[config.mk]
export PLATFORM = sky130hd
export DESIGN_NAME = ultrasonic_ranger_multi
export DESIGN_NICKNAME = d
export VERILOG_FILES = /design/src/rtl/ultrasonic_ranger_multi_pkg.sv /design/src/rtl/ultrasonic_ranger_multi_echo_width_counter.sv /design/src/rtl/ultrasonic_ranger_multi.sv
export SDC_FILE = /design/constraint.sdc
export NUM_CORES = 1
export LEC_CHECK = 0
export CAP_MARGIN = 20
export CORE_ASPECT_RATIO = 0.75
export CORE_MARGIN = 1.5
export CORE_UTILIZATION = 55
export DETAILED_ROUTE_END_ITERATION = 12
export DONT_BUFFER_PORTS = 1
export GPL_ROUTABILITY_DRIVEN = 0
export PLACE_DENSITY = 0.76
export SETUP_SLACK_MARGIN = 0.02
export SKIP_LAST_GASP = 1
export SLEW_MARGIN = 20
export SYNTH_ARGS = -nofsm -noshare
export SYNTH_HDL_FRONTEND = slang
export SYNTH_SLANG_ARGS = --single-unit
[constraint.sdc]
create_clock -name clk -period 5.15 [get_ports clk]
set_input_delay 0.7725 -clock clk [delete_from_list [all_inputs] [get_ports clk]]
set_output_delay 0.7725 -clock clk [all_outputs]
set_load 0.02 [all_outputs]
[src/rtl/ultrasonic_ranger_multi_pkg.sv]
// Shared types and default 25 MHz timing for the multi-channel ranger.
// State encoding, channel index width and a counter-width helper.
package ultrasonic_ranger_multi_pkg;

  typedef enum logic [2:0] {
    ST_IDLE,
    ST_TRIG,
    ST_WAIT_RISE,
    ST_MEASURE,
    ST_DONE,
    ST_GAP
  } state_t;

  localparam int CH_W            = 3;
  localparam int DEF_N_CH        = 2;
  localparam int DEF_DIST_W      = 9;
  localparam int DEF_TRIG_CYC    = 250;
  localparam int DEF_CM_CYC      = 1450;
  localparam int DEF_TIMEOUT_CYC = 750000;
  localparam int DEF_GAP_CYC     = 1500000;

  function automatic int cnt_w(input int n);
    return (n > 1) ? $clog2(n) : 1;
  endfunction

endpackage

[src/rtl/ultrasonic_ranger_multi_echo_width_counter.sv]
// Echo width counter: cycle sub-counter, saturating cm count and timeout.
// Cleared during the trigger pulse, runs while waiting for / measuring echo.
module echo_width_counter
  import ultrasonic_ranger_multi_pkg::*;
#(
  parameter int DIST_W      = DEF_DIST_W,
  parameter int CM_CYC      = DEF_CM_CYC,
  parameter int TIMEOUT_CYC = DEF_TIMEOUT_CYC
) (
  input  logic              clk,
  input  logic              reset,
  input  logic              clr,
  input  logic              run,
  input  logic              echo_hi,
  output logic [DIST_W-1:0] cm,
  output logic              expired
);

  localparam int SUB_W = cnt_w(CM_CYC);
  localparam int TO_W  = cnt_w(TIMEOUT_CYC);

  logic [SUB_W-1:0] sub;
  logic [TO_W-1:0]  to_cnt;

  assign expired = (to_cnt == TO_W'(TIMEOUT_CYC - 1));

  // Timeout counter: holds once expired so the FSM sees a stable flag.
  always_ff @(posedge clk or negedge reset) begin
    if (!reset) begin
      to_cnt <= '0;
    end else if (clr) begin
      to_cnt <= '0;
    end else if (run && !expired) begin
      to_cnt <= to_cnt + 1'b1;
    end
  end

  // Count echo-high cycles; every CM_CYC cycles adds one saturating cm.
  always_ff @(posedge clk or negedge reset) begin
    if (!reset) begin
      sub <= '0;
      cm  <= '0;
    end else if (clr) begin
      sub <= '0;
      cm  <= '0;
    end else if (run && echo_hi) begin
      if (sub == SUB_W'(CM_CYC - 1)) begin
        sub <= '0;
        if (cm != '1) cm <= cm + 1'b1;
      end else begin
        sub <= sub + 1'b1;
      end
    end
  end

endmodule

[src/rtl/ultrasonic_ranger_multi.sv]
// Round-robin multi-channel ultrasonic ranger with per-channel distances.
// Optional RANGER_ALERT_EN adds a threshold input and per-channel alerts.
module ultrasonic_ranger_multi
  import ultrasonic_ranger_multi_pkg::*;
#(
  parameter int N_CH        = DEF_N_CH,
  parameter int DIST_W      = DEF_DIST_W,
  parameter int TRIG_CYC    = DEF_TRIG_CYC,
  parameter int CM_CYC      = DEF_CM_CYC,
  parameter int TIMEOUT_CYC = DEF_TIMEOUT_CYC,
  parameter int GAP_CYC     = DEF_GAP_CYC
) (
  input  logic                   clk,
  input  logic                   reset,
  input  logic                   enable,
  input  logic                   single_shot,
  input  logic                   start,
  input  logic [N_CH-1:0]        echo,
`ifdef RANGER_ALERT_EN
  input  logic [DIST_W-1:0]      threshold,
`endif
  output logic [N_CH-1:0]        trigger,
  output logic                   busy,
  output logic                   sample_stb,
  output logic [CH_W-1:0]        sample_ch,
  output logic                   sample_timeout,
  output logic [N_CH*DIST_W-1:0] dist_flat,
  output logic [N_CH-1:0]        alert
);

  localparam int PH_MAX = (TRIG_CYC > GAP_CYC) ? TRIG_CYC : GAP_CYC;
  localparam int PH_W   = cnt_w(PH_MAX);

  state_t            state, state_d;
  logic [CH_W-1:0]   ch, ch_d;
  logic [PH_W-1:0]   ph;
  logic              to_flag, to_flag_d;
  logic [N_CH-1:0]   sync1, sync2;
  logic              echo_act;
  logic [N_CH-1:0]   trig_d;
  logic [DIST_W-1:0] cm;
  logic              expired;
  logic              cnt_clr, cnt_run;

  // Two-flop synchroniser on every echo line.
  always_ff @(posedge clk or negedge reset) begin
    if (!reset) begin
      sync1 <= '0;
      sync2 <= '0;
    end else begin
      sync1 <= echo;
      sync2 <= sync1;
    end
  end

  // Pick the active channel's synchronised echo.
  always_comb begin
    echo_act = 1'b0;
    for (int i = 0; i < N_CH; i++) begin
      if (ch == CH_W'(i)) echo_act = sync2[i];
    end
  end

  assign cnt_clr = (state == ST_TRIG);
  assign cnt_run = (state == ST_WAIT_RISE) || (state == ST_MEASURE);

  echo_width_counter #(
    .DIST_W      (DIST_W),
    .CM_CYC      (CM_CYC),
    .TIMEOUT_CYC (TIMEOUT_CYC)
  ) u_cnt (
    .clk     (clk),
    .reset   (reset),
    .clr     (cnt_clr),
    .run     (cnt_run),
    .echo_hi (echo_act),
    .cm      (cm),
    .expired (expired)
  );

  // Sequencer next-state, channel advance and timeout flag.
  always_comb begin
    state_d   = state;
    ch_d      = ch;
    to_flag_d = to_flag;
    unique case (state)
      ST_IDLE: begin
        if (enable && (!single_shot || start)) state_d = ST_TRIG;
      end
      ST_TRIG: begin
        to_flag_d = 1'b0;
        if (ph == PH_W'(TRIG_CYC - 1)) state_d = ST_WAIT_RISE;
      end
      ST_WAIT_RISE: begin
        if (echo_act) begin
          state_d = ST_MEASURE;
        end else if (expired) begin
          state_d   = ST_DONE;
          to_flag_d = 1'b1;
        end
      end
      ST_MEASURE: begin
        if (!echo_act) begin
          state_d = ST_DONE;
        end else if (expired) begin
          state_d   = ST_DONE;
          to_flag_d = 1'b1;
        end
      end
      ST_DONE: begin
        state_d = ST_GAP;
      end
      ST_GAP: begin
        if (ph == PH_W'(GAP_CYC - 1)) begin
          if (ch == CH_W'(N_CH - 1)) ch_d = '0;
          else                       ch_d = ch + 1'b1;
          if ((ch == CH_W'(N_CH - 1) && single_shot) || !enable)
            state_d = ST_IDLE;
          else
            state_d = ST_TRIG;
        end
      end
      default: state_d = ST_IDLE;
    endcase
  end

  // Trigger bit for the upcoming cycle, so the pin comes straight off a flop.
  always_comb begin
    trig_d = '0;
    for (int i = 0; i < N_CH; i++) begin
      trig_d[i] = (state_d == ST_TRIG) && (ch_d == CH_W'(i));
    end
  end

  // State, channel and phase counter registers.
  always_ff @(posedge clk or negedge reset) begin
    if (!reset) begin
      state   <= ST_IDLE;
      ch      <= '0;
      ph      <= '0;
      to_flag <= 1'b0;
      trigger <= '0;
    end else begin
      state   <= state_d;
      ch      <= ch_d;
      to_flag <= to_flag_d;
      trigger <= trig_d;
      if (state_d != state)
        ph <= '0;
      else if (state == ST_TRIG || state == ST_GAP)
        ph <= ph + 1'b1;
    end
  end

  assign busy = (state != ST_IDLE);

  // Publish the sample from DONE; strobe lines up with the new data.
  always_ff @(posedge clk or negedge reset) begin
    if (!reset) begin
      sample_stb     <= 1'b0;
      sample_ch      <= '0;
      sample_timeout <= 1'b0;
      dist_flat      <= '0;
    end else begin
      sample_stb <= (state == ST_DONE);
      if (state == ST_DONE) begin
        sample_ch      <= ch;
        sample_timeout <= to_flag;
        for (int i = 0; i < N_CH; i++) begin
          if (ch == CH_W'(i))
            dist_flat[i*DIST_W +: DIST_W] <= to_flag ? '1 : cm;
        end
      end
    end
  end

`ifdef RANGER_ALERT_EN
  // Alert follows the latest valid distance; a timeout clears it.
  always_ff @(posedge clk or negedge reset) begin
    if (!reset) begin
      alert <= '0;
    end else if (state == ST_DONE) begin
      for (int i = 0; i < N_CH; i++) begin
        if (ch == CH_W'(i)) alert[i] <= !to_flag && (cm < threshold);
      end
    end
  end
`else
  assign alert = '0;
`endif

endmodule

==> results.py <==
metrics = {
    "cts": {
        "h-tree-depth": 3,
        "cts_tree": "done",
        "post_cts_buffers": 0,
        "ctsHoldBuffers": 0,
        "ctsResizeCount": 0,
        "numCtsBuffers": 9,
        "clock_latency_ns": 0.35,
        "clk_path_buf_depth": 2,
        "root_buffer": "clkbuf_16",
        "clkSlewWorstSetupHoldPaths_ns": 0.07,
        "numClockSinks": 97,
    },
    "pwr": {
        "ir_drop_v": 0.000248,
        "pwr-share-seq_pct": 51.7,
        "internal_power_mw": 1.28,
        "p_comb_share_pct": 8.4,
        "p_leak_nw": 2.20,
        "p_switching_mw": 0.433,
        "swShare_pct": 25.3,
        "pwr-share-clk_pct": 39.9,
        "p_per_area_nw_per_um2": 319,
    },
    "final_layout": {
        "seqCellArea_um2": 2430,
        "nNetsFinal": 539,
        "syn_to_final_growth_pct": 7.21,
        "multi_input_area_um2": 2430,
        "final_common_cell": "dfrtp_1",
        "fin_util_pct": 62.3,
        "final_cell_mix": "dfrtp_1, nand2_1, nor2_1",
        "drive_gt1_share_pct": 6.60,
        "fill_cells": 703,
        "n_antenna_cell": 0,
    },
    "floorplanning": {
        "die_height_um": 85.7,
        "die_w_um": 113,
        "die-area_um2": 9710,
        "num_rows": 29,
        "core_area_um2": 8640,
        "io_pins": 35,
        "initial_utilization_pct": 58.1,
    },
    "logic_synthesis": {
        "synth_edf_count": 0,
        "yosysSeqAreaShare_pct": 48.4,
        "yosys_warnings": 0,
        "synth_flop_cell": "dfrtp_1",
        "ys_ff_latch": 97,
        "syn_area_per_cell_um2": 9.38,
        "netlist_instances": 535,
        "async_flop_share_pct": 100,
        "yosysUniqueCellTypes": 61,
        "syn_area_um2": 5020,
    },
    "critical_path": {
        "r2r_slack_ns": 2.26,
        "path_max_fanout": 18,
        "cp-end-kind": "flip-flop",
        "worst_r2r_endpoint": "u_cnt.cm[5]",
        "crit_end": "u_cnt.cm[5]",
        "start_kind": "flip-flop",
        "crit_required_ns": 5.42,
        "r2r_start": "state[1]",
        "reg2reg_depth": 5,
        "critPathKind": "flip-flop to flip-flop",
        "startpoint": "state[1]",
        "critPathArrivalTime_ns": 3.15,
    },
    "routing": {
        "dr_wl_met3_um": 600,
        "m1WireLength_um": 5160,
        "highest_layer": "met4",
        "vias_per_cell": 6.39,
        "num_vias": 4078,
        "wl_per_cell_um": 17.3,
        "ant_nets": 0,
        "routed_wl_um": 11100,
        "drc": 0,
        "drt-initial-drc-count": 388,
        "wl_met2_um": 5090,
        "drtPass1Iterations": 5,
    },
    "global_routing": {
        "track_usage_pct": 25.0,
        "grt_pass1_vias": 4002,
        "grt_pass1_wl_um": 19300,
        "overflow": 0,
        "antenna_found_initial": 0,
        "grt_max_degree": 98,
    },
    "status": {
        "status": "complete, no violations",
    },
    "flow_run": {
        "maxCapViolCount": 0,
    },
    "timing": {
        "worst_pin_slew_ns": 0.762,
        "setup_viol": 0,
        "max_clock_freq_mhz": 346,
        "hold_violations": 0,
        "report.final.slew_viol_count": 0,
        "rsz0062_at_grt": "no",
        "slew_headroom_pct": 48.9,
        "tns_ns": 0,
        "clock_skew_ns": 0.0121,
        "post-route-min-period_ns": 2.89,
        "fin_crit_sh_pct": 56.1,
    },
    "placement": {
        "portBuffers": 0,
        "hpwl_um": 7350,
    },
    "worst_hold_path": {
        "hold_path_class": "primary input to asynchronous set/reset pin",
    },
}
## how the worst min path moves through the flow
stage | endpoint | start | cells after the start | slack (ns)
2_1_floorplan | sync2[0] | sync1[0] | 0 | 0.33
3_3_place_gp | sync2[0] | sync1[0] | 0 | 0.34
3_5_place_dp | sync2[1] | sync1[1] | 0 | 0.34
4_1_cts | dist_flat[13] | reset | 0 | 0.11
5_1_grt | ph[17] | reset | 0 | 0.10
6_report | ph[8] | reset | 0 | 0.12
## through the flow
step	hold WS, ns	cells	worst slack (ns)	area [um2]	power (mW)
after floorplan	0.331	536	2.96	5020	1.01
after global placement	0.335	622	2.50	5070	1.03
after detailed placement	0.336	622	2.31	5070	1.04
after CTS	0.106	638	2.31	5380	1.73
after global routing	0.102	638	2.02	5380	1.78
final	0.121	638	2.26	5380	1.71
## worst max-delay path: stages (launching register included)
cell and delay (ns):
dfrtp_1 0.64, nor2b_1 0.57, nand3_1 0.40, or3b_1 0.54, or4_1 0.50, a21oi_1 0.16
## Yosys cell counts (2+ instances only)
master,n,area share (%)
xnor2_1,21,3.7
and4_1,4,0.70
nor4bb_1,2,0.40
and4b_1,3,0.60
nor4b_1,2,0.35
a21oi_1,28,2.8
nor4_4,2,0.85
nor2_1,45,3.4
nand2b_1,2,0.25
nand4_1,12,1.5
mux2_2,5,1.1
o21ai_0,28,2.8
or3_1,10,1.2
o211ai_1,6,0.90
o2111ai_1,2,0.35
a41o_1,2,0.40
a31oi_1,6,0.75
inv_1,16,1.2
clkbuf_1,18,1.3
a211oi_1,2,0.30
nand2_1,51,3.8
nand3b_1,3,0.45
dfrtp_1,97,48
and2_1,7,0.87
a311oi_1,2,0.35
mux2i_1,3,0.60
nor3_1,34,3.4
or4_1,9,1.3
and4_2,2,0.40
a2111oi_0,2,0.35
and3b_1,3,0.52
buf_2,4,0.40
o21ai_1,8,0.80
ha_1,7,1.7
nor4_1,8,1.0
nand3_1,26,2.6
buf_4,2,0.30
xor2_1,7,1.2
o31ai_1,10,1.5
and3_1,9,1.1
nor2b_1,5,0.62
## layout make-up
cell class / instances / area share [%]
clock buffers: 11 / 4.51
clock inverters: 5 / 1.14
inverters: 16 / 1.12
multi-input cells: 398 / 45.2
flip-flops and latches: 97 / 45.1
well taps: 108 / 2.51
repair buffers: 3 / 0.419
## metal layers
layer  global-route usage, %  up-vias
li1                        -     1923
met1                    34.7     2011
met2                    38.5      124
met3                    6.15       20
met4                    9.55        0
met5                       0        -
## power groups by stage
stage	sequential (mW)	combinational (mW)	clock, mW
floorplan	0.881	0.126	0
global placement	0.896	0.138	0
detailed placement	0.897	0.143	0
CTS	0.885	0.145	0.697
global route	0.896	0.163	0.724
finish	0.886	0.144	0.683
## state kept, by name, summed over array words and instances, names as in the netlist
register / count
sample_stb: 1
to_flag: 1
sync2: 2
u_cnt.cm: 9
dist_flat: 18
sample_ch: 3
ph: 21
u_cnt.sub: 11
sample_timeout: 1
u_cnt.to_cnt: 20
state: 3
sync1: 2
trigger: 2
ch: 3
## kinds of logic (layout without fill, tap and decap cells)
family / count (synthesis) / after routing / share of synthesized area (%)
other: 1 / 2 / 0.0748
multiplexers: 8 / 8 / 1.72
AO/OA/AOI/OAI: 106 / 106 / 13.1
flip-flops: 97 / 97 / 48.4
adder cells (fa/ha/maj): 7 / 7 / 1.75
XOR/XNOR: 28 / 28 / 4.89
buffers and inverters: 41 / 35 / 3.32
AND/OR/NAND/NOR: 247 / 247 / 26.8
Note: power is estimated with default switching activity, not from simulation.
